$ cat src/rtl/hazard_scoreboard_pkg.sv
// Shared types for the hazard scoreboard: shadow entry, flush vector and the
// regfile forwarding code. Entry rd is sized for the widest supported REG_AW.
package hazard_pkg;

  localparam int HZ_RD_W     = 8;
  localparam int FWD_REGFILE = 0;

  typedef struct packed {
    logic               valid;
    logic [HZ_RD_W-1:0] rd;
    logic               is_load;
  } entry_t;

  typedef struct packed {
    logic if_s;
    logic id_s;
    logic ex_s;
    logic mem_s;
  } flush_vec_t;

  // A redirect kills the fetch too; an exception/xRET keeps the handler fetch.
  function automatic flush_vec_t flush_vector(input logic redirect, input logic excep);
    flush_vec_t v;
    v.if_s  = redirect;
    v.id_s  = redirect | excep;
    v.ex_s  = redirect | excep;
    v.mem_s = redirect | excep;
    return v;
  endfunction

endpackage

$ cat src/rtl/hazard_scoreboard_if.sv
// ID-side bundle of the hazard scoreboard. The mul/div handshake exists only
// when HAZARD_MULDIV_EN is defined.
interface hazard_scoreboard_if #(
  parameter int REG_AW = 5,
  parameter int FWD_W  = 2,
  parameter int CNT_W  = 16
);
  logic              i_id_valid;
  logic [REG_AW-1:0] i_id_rs1;
  logic [REG_AW-1:0] i_id_rs2;
  logic [REG_AW-1:0] i_id_rd;
  logic              i_id_wen;
  logic              i_id_is_load;
  logic              i_redirect;
  logic              i_excep_or_ret;
  logic [FWD_W-1:0]  o_fwd_sel_a;
  logic [FWD_W-1:0]  o_fwd_sel_b;
  logic              o_stall_if;
  logic              o_stall_id;
  logic              o_flush_if;
  logic              o_flush_id;
  logic              o_flush_ex;
  logic              o_flush_mem;
  logic [CNT_W-1:0]  o_stall_cycles;
`ifdef HAZARD_MULDIV_EN
  logic              i_md_issue;
  logic              i_md_done;

  modport master (
    output i_id_valid, i_id_rs1, i_id_rs2, i_id_rd, i_id_wen, i_id_is_load,
           i_redirect, i_excep_or_ret, i_md_issue, i_md_done,
    input  o_fwd_sel_a, o_fwd_sel_b, o_stall_if, o_stall_id, o_flush_if,
           o_flush_id, o_flush_ex, o_flush_mem, o_stall_cycles
  );

  modport slave (
    input  i_id_valid, i_id_rs1, i_id_rs2, i_id_rd, i_id_wen, i_id_is_load,
           i_redirect, i_excep_or_ret, i_md_issue, i_md_done,
    output o_fwd_sel_a, o_fwd_sel_b, o_stall_if, o_stall_id, o_flush_if,
           o_flush_id, o_flush_ex, o_flush_mem, o_stall_cycles
  );
`else
  modport master (
    output i_id_valid, i_id_rs1, i_id_rs2, i_id_rd, i_id_wen, i_id_is_load,
           i_redirect, i_excep_or_ret,
    input  o_fwd_sel_a, o_fwd_sel_b, o_stall_if, o_stall_id, o_flush_if,
           o_flush_id, o_flush_ex, o_flush_mem, o_stall_cycles
  );

  modport slave (
    input  i_id_valid, i_id_rs1, i_id_rs2, i_id_rd, i_id_wen, i_id_is_load,
           i_redirect, i_excep_or_ret,
    output o_fwd_sel_a, o_fwd_sel_b, o_stall_if, o_stall_id, o_flush_if,
           o_flush_id, o_flush_ex, o_flush_mem, o_stall_cycles
  );
`endif
endinterface

$ cat src/rtl/hazard_scoreboard_match.sv
// Finds the youngest shadow entry that produces source register i_rs.
// Index 0 means no in-flight producer, so the operand comes from the regfile.
module hazard_match
  import hazard_pkg::*;
#(
  parameter int DEPTH  = 3,
  parameter int REG_AW = 5,
  parameter int FWD_W  = $clog2(DEPTH + 1)
) (
  input  entry_t [DEPTH:1]   i_shadow,
  input  logic [REG_AW-1:0]  i_rs,
  output logic [FWD_W-1:0]   o_idx,
  output logic               o_is_load
);

  // Scan oldest to youngest so the smallest matching stage wins.
  always_comb begin
    o_idx     = FWD_W'(FWD_REGFILE);
    o_is_load = 1'b0;
    for (int k = DEPTH; k >= 1; k--) begin
      if (i_shadow[k].valid && (i_shadow[k].rd == HZ_RD_W'(i_rs)) && (i_rs != '0)) begin
        o_idx     = FWD_W'(k);
        o_is_load = i_shadow[k].is_load;
      end
    end
  end

endmodule

$ cat src/rtl/hazard_scoreboard.sv
// Hazard unit beside ID: forwarding selects, load-use stalls, prioritised flushes
// and a stall counter. Define HAZARD_MULDIV_EN to block mul/div dependents.
module hazard_scoreboard
  import hazard_pkg::*;
#(
  parameter int DEPTH            = 3,
  parameter int REG_AW           = 5,
  parameter int LOAD_READY_STAGE = 2,
  parameter int CNT_W            = 16
) (
  input logic                clk,
  input logic                reset,
  hazard_scoreboard_if.slave bus
);

  localparam int FWD_W = $clog2(DEPTH + 1);

  entry_t [DEPTH:1] r_shadow;
  logic [CNT_W-1:0] r_stallCnt;

  logic [FWD_W-1:0] w_idxA;
  logic [FWD_W-1:0] w_idxB;
  logic             w_loadA;
  logic             w_loadB;
  logic             w_luA;
  logic             w_luB;
  logic             w_mdStall;
  logic             w_mdIssue;
  logic             w_anyFlush;
  logic             w_stall;
  flush_vec_t       w_flush;
  entry_t           w_newEntry;

  hazard_match #(.DEPTH(DEPTH), .REG_AW(REG_AW), .FWD_W(FWD_W)) u_match_a (
    .i_shadow  (r_shadow),
    .i_rs      (bus.i_id_rs1),
    .o_idx     (w_idxA),
    .o_is_load (w_loadA)
  );

  hazard_match #(.DEPTH(DEPTH), .REG_AW(REG_AW), .FWD_W(FWD_W)) u_match_b (
    .i_shadow  (r_shadow),
    .i_rs      (bus.i_id_rs2),
    .o_idx     (w_idxB),
    .o_is_load (w_loadB)
  );

  assign w_luA = w_loadA && (w_idxA != '0) && (w_idxA < FWD_W'(LOAD_READY_STAGE));
  assign w_luB = w_loadB && (w_idxB != '0) && (w_idxB < FWD_W'(LOAD_READY_STAGE));

`ifdef HAZARD_MULDIV_EN
  logic              r_mdBusy;
  logic [REG_AW-1:0] r_mdRd;

  assign w_mdIssue = bus.i_md_issue;
  assign w_mdStall = r_mdBusy &&
                     (((bus.i_id_rs1 == r_mdRd) && (bus.i_id_rs1 != '0)) ||
                      ((bus.i_id_rs2 == r_mdRd) && (bus.i_id_rs2 != '0)) ||
                      bus.i_md_issue);

  // A flushed issue never reaches the unit, so it must not leave busy set.
  always_ff @(posedge clk) begin
    if (reset) begin
      r_mdBusy <= 1'b0;
      r_mdRd   <= '0;
    end else if (w_anyFlush && bus.i_md_issue) begin
      r_mdBusy <= 1'b0;
    end else if (bus.i_md_issue && !w_stall) begin
      r_mdBusy <= 1'b1;
      r_mdRd   <= bus.i_id_rd;
    end else if (bus.i_md_done) begin
      r_mdBusy <= 1'b0;
    end
  end
`else
  assign w_mdIssue = 1'b0;
  assign w_mdStall = 1'b0;
`endif

  assign w_flush    = flush_vector(bus.i_redirect, bus.i_excep_or_ret);
  assign w_anyFlush = w_flush.id_s;
  assign w_stall    = (w_luA || w_luB || w_mdStall) && !w_anyFlush;

  // Mul/div results return through the regfile, so they never enter the shadow.
  assign w_newEntry.valid   = bus.i_id_valid && bus.i_id_wen && !w_mdIssue;
  assign w_newEntry.rd      = HZ_RD_W'(bus.i_id_rd);
  assign w_newEntry.is_load = bus.i_id_is_load;

  always_comb begin
    bus.o_fwd_sel_a    = '0;
    bus.o_fwd_sel_b    = '0;
    bus.o_stall_if     = 1'b0;
    bus.o_stall_id     = 1'b0;
    bus.o_flush_if     = 1'b0;
    bus.o_flush_id     = 1'b0;
    bus.o_flush_ex     = 1'b0;
    bus.o_flush_mem    = 1'b0;
    bus.o_stall_cycles = '0;
    if (!reset) begin
      bus.o_fwd_sel_a    = w_luA ? FWD_W'(FWD_REGFILE) : w_idxA;
      bus.o_fwd_sel_b    = w_luB ? FWD_W'(FWD_REGFILE) : w_idxB;
      bus.o_stall_if     = w_stall;
      bus.o_stall_id     = w_stall;
      bus.o_flush_if     = w_flush.if_s;
      bus.o_flush_id     = w_flush.id_s;
      bus.o_flush_ex     = w_flush.ex_s;
      bus.o_flush_mem    = w_flush.mem_s;
      bus.o_stall_cycles = r_stallCnt;
    end
  end

  // On a flush only the oldest surviving instruction keeps moving toward WB.
  always_ff @(posedge clk) begin
    if (reset) begin
      r_shadow <= '0;
    end else if (w_anyFlush) begin
      for (int k = 1; k < DEPTH; k++) begin
        r_shadow[k] <= '0;
      end
      r_shadow[DEPTH] <= r_shadow[DEPTH-1];
    end else begin
      for (int k = DEPTH; k >= 2; k--) begin
        r_shadow[k] <= r_shadow[k-1];
      end
      r_shadow[1] <= w_stall ? entry_t'('0) : w_newEntry;
    end
  end

  always_ff @(posedge clk) begin
    if (reset) begin
      r_stallCnt <= '0;
    end else if (w_stall && (r_stallCnt != '1)) begin
      r_stallCnt <= r_stallCnt + 1'b1;
    end
  end

endmodule

$ cat src/flat_wrapper.sv
// flat-port wrapper written by rule: the top's interface ports become plain ports
module hazard_scoreboard_flat import hazard_pkg::*;
#(
  parameter int DEPTH            = 3,
  parameter int REG_AW           = 5,
  parameter int LOAD_READY_STAGE = 2,
  parameter int CNT_W            = 16
)
  (clk, reset, bus_i_id_valid, bus_i_id_rs1, bus_i_id_rs2, bus_i_id_rd, bus_i_id_wen, bus_i_id_is_load, bus_i_redirect, bus_i_excep_or_ret, bus_o_fwd_sel_a, bus_o_fwd_sel_b, bus_o_stall_if, bus_o_stall_id, bus_o_flush_if, bus_o_flush_id, bus_o_flush_ex, bus_o_flush_mem, bus_o_stall_cycles);
  hazard_scoreboard_if #(.REG_AW(REG_AW), .FWD_W(($clog2(DEPTH + 1))), .CNT_W(CNT_W)) bus_i ();
  input logic clk;
  input logic reset;
  input wire logic [$bits(bus_i.i_id_valid)-1:0] bus_i_id_valid;
  input wire logic [$bits(bus_i.i_id_rs1)-1:0] bus_i_id_rs1;
  input wire logic [$bits(bus_i.i_id_rs2)-1:0] bus_i_id_rs2;
  input wire logic [$bits(bus_i.i_id_rd)-1:0] bus_i_id_rd;
  input wire logic [$bits(bus_i.i_id_wen)-1:0] bus_i_id_wen;
  input wire logic [$bits(bus_i.i_id_is_load)-1:0] bus_i_id_is_load;
  input wire logic [$bits(bus_i.i_redirect)-1:0] bus_i_redirect;
  input wire logic [$bits(bus_i.i_excep_or_ret)-1:0] bus_i_excep_or_ret;
  output wire logic [$bits(bus_i.o_fwd_sel_a)-1:0] bus_o_fwd_sel_a;
  output wire logic [$bits(bus_i.o_fwd_sel_b)-1:0] bus_o_fwd_sel_b;
  output wire logic [$bits(bus_i.o_stall_if)-1:0] bus_o_stall_if;
  output wire logic [$bits(bus_i.o_stall_id)-1:0] bus_o_stall_id;
  output wire logic [$bits(bus_i.o_flush_if)-1:0] bus_o_flush_if;
  output wire logic [$bits(bus_i.o_flush_id)-1:0] bus_o_flush_id;
  output wire logic [$bits(bus_i.o_flush_ex)-1:0] bus_o_flush_ex;
  output wire logic [$bits(bus_i.o_flush_mem)-1:0] bus_o_flush_mem;
  output wire logic [$bits(bus_i.o_stall_cycles)-1:0] bus_o_stall_cycles;
  assign bus_i.i_id_valid = bus_i_id_valid;
  assign bus_i.i_id_rs1 = bus_i_id_rs1;
  assign bus_i.i_id_rs2 = bus_i_id_rs2;
  assign bus_i.i_id_rd = bus_i_id_rd;
  assign bus_i.i_id_wen = bus_i_id_wen;
  assign bus_i.i_id_is_load = bus_i_id_is_load;
  assign bus_i.i_redirect = bus_i_redirect;
  assign bus_i.i_excep_or_ret = bus_i_excep_or_ret;
  assign bus_o_fwd_sel_a = bus_i.o_fwd_sel_a;
  assign bus_o_fwd_sel_b = bus_i.o_fwd_sel_b;
  assign bus_o_stall_if = bus_i.o_stall_if;
  assign bus_o_stall_id = bus_i.o_stall_id;
  assign bus_o_flush_if = bus_i.o_flush_if;
  assign bus_o_flush_id = bus_i.o_flush_id;
  assign bus_o_flush_ex = bus_i.o_flush_ex;
  assign bus_o_flush_mem = bus_i.o_flush_mem;
  assign bus_o_stall_cycles = bus_i.o_stall_cycles;
  hazard_scoreboard #(.DEPTH(DEPTH), .REG_AW(REG_AW), .LOAD_READY_STAGE(LOAD_READY_STAGE), .CNT_W(CNT_W)) u_core (.clk(clk), .reset(reset), .bus(bus_i));
endmodule
$ cat config.mk
export PLATFORM = sky130hd
export DESIGN_NAME = hazard_scoreboard_flat
export DESIGN_NICKNAME = d
export VERILOG_FILES = /design/src/rtl/hazard_scoreboard_pkg.sv /design/src/rtl/hazard_scoreboard_if.sv /design/src/rtl/hazard_scoreboard_match.sv /design/src/rtl/hazard_scoreboard.sv /design/src/flat_wrapper.sv
export SDC_FILE = /design/constraint.sdc
export NUM_CORES = 1
export LEC_CHECK = 0
export ABC_AREA = 1
export BUFFER_PORTS_ARGS = -buffer_cell sky130_fd_sc_hd__buf_2
export CAP_MARGIN = 20
export CORE_UTILIZATION = 40
export DETAILED_ROUTE_END_ITERATION = 8
export PLACE_DENSITY_LB_ADDON = 0.05
export SYNTH_ARGS = -nofsm -noshare
export SYNTH_HDL_FRONTEND = slang
export SYNTH_SLANG_ARGS = --single-unit
$ cat constraint.sdc
create_clock -name clk -period 2.6 [get_ports clk]
set_input_delay 0.52 -clock clk [delete_from_list [all_inputs] [get_ports clk]]
set_output_delay 0.52 -clock clk [all_outputs]
set_load 0.1 [all_outputs]
==> impl_results.md, run 1 <==
* Area of the die at roughly 6000 um2
* Synthesized flop and latch total at 35
* Layout area overhead at 22.7%
* Max-slew violations at 0
* Total of buffers placed on input and output ports at 47
* Std-Cell Core Area at 5540 um2
* Worst endpoint required time at 2.08 ns
* TritonCTS Sinks at 35
* Clk Latency, worst-skew pair at 0.30 ns
* Half-perimeter wire length after placement at 4590 um
* Status: completed
* Share of final-layout standard cells stronger than drive strength 1 at 20.5%
* Lkg Pwr at 1.34 nW
* Wire length of the first global-routing pass at 10500 um
* Die outline height at about 80 um
* Startpoint types: flip-flop
* Post-Syn Area per Cell at between 5 and 6 um2
* Die width at 78.1 um
* Initial core utilization at 41.8%
* Number of diodes at 0
* Number of levels in the clock H-tree at 2
* Number of vias after detailed routing at 2402
* 1st-iter DRT viols at roughly 140
* Post-Syn Area at 2320 um2
* Achievable clock frequency at 0.430 GHz
* Maximum number of pins on one net before global-route repair at 33
* Ys Warns at 0
* Compound-Gate Fraction of Synth Area at 4.48%
* Final worst hold slack at 0.429 ns
* Minimum setup slack after placement at 0.284 ns
* Gates resized, CTS repair at 0
* Cells after synthesis at a little under 400
* Placer's final routability congestion estimate at 0.985
* Sum of overflow across all layers after global routing at 0
* Shortest period the worst path allows at 2.32 ns
* Relative slew slack at about two thirds
* Setup Viol. Count Final at 0
* Num rows at 27
* HP Class: in2reg
* Peak supply drop at 0.272 mV
* Sequential fraction of the synthesis area at 30.2%
* Critical path data arrival time at 1.80 ns
* Cell at the root of the clock tree: clkbuf_8
* Main combinational cell family by area after synthesis: simple AND/OR/NAND/NOR gates
* Portion of synthesized cell area occupied by the leading cell type at 30.2%
* Remaining antenna violation count at 0
* Number of buffers added for setup after CTS at 0
* Hold Fails Final Rpt at 0
* Power density normalized to cell area at 399 nW/um2
* Cell types occupying the most area after synthesis: dfxtp_1 30%, nand2_1 17%, inv_1 12%, nor2_1 12%, nand4_1 5.7%
* Final-stage net count at 461
* Max Cap Violations at 0
* Number of distinct library cells after synthesis at 32
* Maximum clock insertion buffer count at 2
* Xor and xnor area share after synthesis at 2.65%
* Mux contribution to synthesized area at 0%
* Vias in the first global route at 2197
* # IOs at 48
* DRC violations left at 0
* Layout Skew at 0.0124 ns
* Final worst-path cycle share at 89.4%
* Number of detailed-route iterations in the first pass at 4
* Basic-gate share of the synthesized area counting and, or, nand and nor cells at roughly 45%
* Max Fanout on Critical Path at 3
* Setup repair after global routing missed its margin: false
* Post-detailed-route via-to-cell ratio at 4.70
* GRT Overall Usage at 21.8%
* CTS clock-pin slew for the worst setup and hold paths at 0.08 ns
* Share of the core filled with cells in the final layout at 51.3%
* Worst Path Class, Setup: reg2out
* Cell taking the most area after synthesis: dfxtp_1
* Antenna violations before repair at 0
* Endpoint type of the worst setup path: output pin
* Minimum setup slack in the final design at ~0.28 ns
* Syn Nets at roughly 420
* Placement Cell Area at ~2700 um2
* CTS tree: yes
* Summed area of non-filler cells in the final layout at about 2800 um2
* Routed wire length at between 6000 and 7000 um
* Quantity of hold-fixing buffers added after cts at 0
* Mean routed wirelength per cell at between 10 and 15 um
* Total CTS buffers at 5
* Actual transition at the worst max-transition pin at roughly 0.49 ns
* Post-Synth Adder-Cell Area at 0.540%
==> report_power, final <==
part	leakage, nW	internal (mW)	switching (mW)	total, mW
Sequential	0.282	0.539	0.00378	0.543
Combinational	1.01	0.0434	0.104	0.147
Clock	0.0474	0.217	0.226	0.443
Total	1.34	0.799	0.334	1.13
==> kinds of logic after synthesis <==
group | after synthesis
and+or+nand+nor | 238
AOI/OAI and AO/OA | 18
adders and majority gates | 1
xor gates and xnor gates | 7
buffers and inverters | 95
DFF | 35
==> synthesized netlist by cell type, drive strengths merged <==
library cell and instances:
clkinv 1, dfxtp 35, buf 9, nand4 21, nor4 1, xnor2 5, nor3 4, inv 79
clkbuf 6, a31oi 1, ha 1, xor2 2, o2111ai 1, nand2 105, nor2 78, a21oi 10
nor2b 1, nand3 28, o22ai 4, o21ai 2
==> cell type report <==
| type | count | area (um2) |
|---|---|---|
| Multi-Input combinational cell | 264 | 1280 |
| Clock buffer | 6 | 82.6 |
| Tap cell | 72 | 90.1 |
| Fill cell | 608 | 2700 |
| Clock inverter | 2 | 16.3 |
| Inverter | 80 | 300 |
| Timing Repair Buffer | 52 | 375 |
| Sequential cell | 35 | 701 |
==> worst max-delay path: stages (launching register included) <==
cell	delay, ns
dfxtp_1	0.35
inv_1	0.10
nand2_1	0.07
nand4_1	0.09
nor4_1	0.38
nand2_1	0.12
a21oi_2	0.21
buf_12	0.20
==> cells in the final DEF (no fill, tap or decap), drive strengths merged <==
cell / n
xor2: 2
nor2b: 1
o21ai: 2
nand4: 21
a31oi: 1
nor4: 1
inv: 79
buf: 52
nand3: 28
dfxtp: 35
a21oi: 10
o2111ai: 1
o22ai: 4
clkinvlp: 1
nor3: 4
ha: 1
clkbuf: 6
nor2: 78
xnor2: 5
nand2: 105
clkinv: 2
==> worst paths after layout <==
path	startpoint	endpoint	slack (ns)	depth (start not counted)
setup / recovery	u_core.r_shadow[22]	bus_o_fwd_sel_a[0]	0.28	7
hold / removal	bus_i_id_is_load	u_core.r_shadow[0]	0.43	3
setup reg to reg	u_core.r_stallCnt[0]	u_core.r_stallCnt[9]	0.88	11
hold reg to reg	u_core.r_shadow[14]	u_core.r_shadow[24]	0.49	2
==> metrics by stage <==
stage                     cells  total power, mW  setup TNS (ns)
final                       511             1.13               0
after CTS                   511             1.15               0
after floorplan             394            0.656           -1.58
after detailed placement    503            0.703               0
after global routing        511             1.19               0
after global placement      503            0.703               0
==> sequential cells by signal, indices dropped and copies added (netlist names) <==
name / flops
u_core.r_shadow: 19
u_core.r_stallCnt: 16
==> metal layers <==
metal	wire length, um	global-route usage [%]
met5	0	0
met2	2430	33.6
met4	47	5.56
met3	281	3.60
met1	3260	31.3
Power figures use the tool's default switching activity.
==> inputs of run 2 (changes only) <==
--- a/config.mk
+++ b/config.mk
@@ -8,7 +8,7 @@
 export ABC_AREA = 1
 export BUFFER_PORTS_ARGS = -buffer_cell sky130_fd_sc_hd__buf_2
 export CAP_MARGIN = 20
-export CORE_UTILIZATION = 40
+export CORE_UTILIZATION = 48
 export DETAILED_ROUTE_END_ITERATION = 8
 export PLACE_DENSITY_LB_ADDON = 0.05
 export SYNTH_ARGS = -nofsm -noshare
==> impl_results.md, run 2 (synthesized netlist as in run 1, its figures left out) <==
* Sum of overflow across all layers after global routing at 0
* Met3 capacity usage during global routing at 4.22%
* Number of levels in the clock H-tree at 2
* Endpoint type of the worst setup path: output pin
* Number of vias after detailed routing at ~2.4k
* Num rows at 24
* Vias in the first global route at 2163
* Wire length of the first global-routing pass at 9680 um
* 1st-iter DRT viols at 160
* Hold Fails Final Rpt at 0
* # IOs at 48
* Final-stage net count at 460
* Fraction of met1 tracks used by global routing at 36.6%
* Number of diodes at 0
* Setup repair after global routing missed its margin: false
* Routed wire length at 5630 um
* Max Cap Violations at 0
* Status: completed
* Critical path data arrival time at 1.85 ns
* Inst Count DP at approximately 480
* Die outline height at 71.5 um
* Half-perimeter wire length after placement at 4340 um
* Initial core utilization at 51.4%
* Commonest cells after routing, fill and taps aside: 103 x nand2_1, 74 x inv_1, 62 x nor2_1
* Peak supply drop at 0.314 mV
* Placer's final routability congestion estimate at 0.947
* Maximum number of pins on one net before global-route repair at 32
* Count of placed standard cells in the final layout, fillers left out at 490
* Number of buffers added for setup after CTS at 0
* Minimum setup slack after placement at 0.251 ns
* Share of final-layout standard cells stronger than drive strength 1 at 20.3%
* Relative slew slack at 67.7%
* Largest regs: u_core.r_shadow x19, u_core.r_stallCnt x16
* Power density normalized to cell area at between 300 and 400 nW/um2
* Max-slew violations at 0
* Maximum clock insertion buffer count at 2
* Remaining antenna violation count at 0
* Worst endpoint required time at 2.08 ns
* Startpoint types: input port
* Area of the die at slightly above 5000 um2
* Total CTS buffers at 5
* Lkg Pwr at 1.32 nW
* Std-Cell Core Area at 4500 um2
* Final worst-path cycle share at between 90% and 100%
* Antenna violations before repair at 0
* CTS clock-pin slew for the worst setup and hold paths at roughly 0.08 ns
* Final worst hold slack at roughly 0.43 ns
* Gates resized, CTS repair at 0
* Total of buffers placed on input and output ports at between 40 and 50
* Achievable clock frequency at 0.422 GHz
* Die width at between 70 and 80 um
* Mean routed wirelength per cell at 11.5 um
* Max Fanout on Critical Path at 4
* HP Class: in2reg
* Shortest period the worst path allows at 2.37 ns
* Busiest layer in global routing: met1
* Quantity of hold-fixing buffers added after cts at 0
* Actual transition at the worst max-transition pin at between 0.4 and 0.5 ns
* Top reg by flops: u_core.r_shadow
* Share of the core filled with cells in the final layout at roughly three fifths
* Setup Viol. Count Final at 0
* Minimum setup slack in the final design at 0.232 ns
* Cell at the root of the clock tree: clkbuf_8
* DRC violations left at 0
* Post-detailed-route via-to-cell ratio at 4.94
* Number of detailed-route iterations in the first pass at 5
* Layout area overhead at 20.5%
* Clk Latency, worst-skew pair at 0.29 ns
* Layout Skew at slightly below 0.009 ns
* Worst Path Class, Setup: in2out
* CTS tree: yes
* Flip-flop count of the largest register, all copies and words added at 19
* GRT Overall Usage at 24.0%
* Met2 Track Usage GR at about a third
* Commonest non-fill, non-tap cell in the layout: nand2_1
* TritonCTS Sinks at 35
## run 2: where the power goes
group | internal [mW] | leakage (nW) | switching, mW
logic | 0.0407 | 1.00 | 0.103
clock network | 0.191 | 0.0408 | 0.221
registers | 0.539 | 0.282 | 0.00328
## run 2: worst max-delay path, cell delays in order
cell and delay (ns):
buf_2 0.14, inv_2 0.07, nand3_1 0.09, nor2_1 0.07
nor4_1 0.42, nand2_1 0.12, a21oi_2 0.22, buf_12 0.20
## run 2: area by class of cell
class,count,area (um2)
tap,52,65.1
sequential,35,701
multi-input combinational,264,1280
clock inverter,3,23.8
inverter,80,300
timing repair buffer,51,355
clock buffer,5,68.8
fill,465,1710
## run 2: worst paths after layout
check / from / to / slack (ns) / depth (start not counted)
max: bus_i_id_rs1[3] / bus_o_fwd_sel_a[0] / 0.23 / 8
min: bus_i_id_rd[3] / u_core.r_shadow[4] / 0.43 / 3
max reg2reg: u_core.r_stallCnt[0] / u_core.r_stallCnt[4] / 0.86 / 11
min reg2reg: u_core.r_shadow[3] / u_core.r_shadow[13] / 0.49 / 2
## run 2: per-stage QoR
step	power, mW	setup TNS, ns	area [um2]
detailed placement	0.698	0	2700
global route	1.15	0	2790
floorplan	0.656	-1.58	2370
global placement	0.698	0	2700
CTS	1.12	0	2790
finish	1.10	0	2790
## run 2: routing by layer
| metal | up-vias | routed length (um) |
|---|---|---|
| met5 | - | 0 |
| met4 | 0 | 53 |
| met3 | 6 | 323 |
| met2 | 77 | 2240 |
| met1 | 1051 | 3020 |
| li1 | 1287 | - |
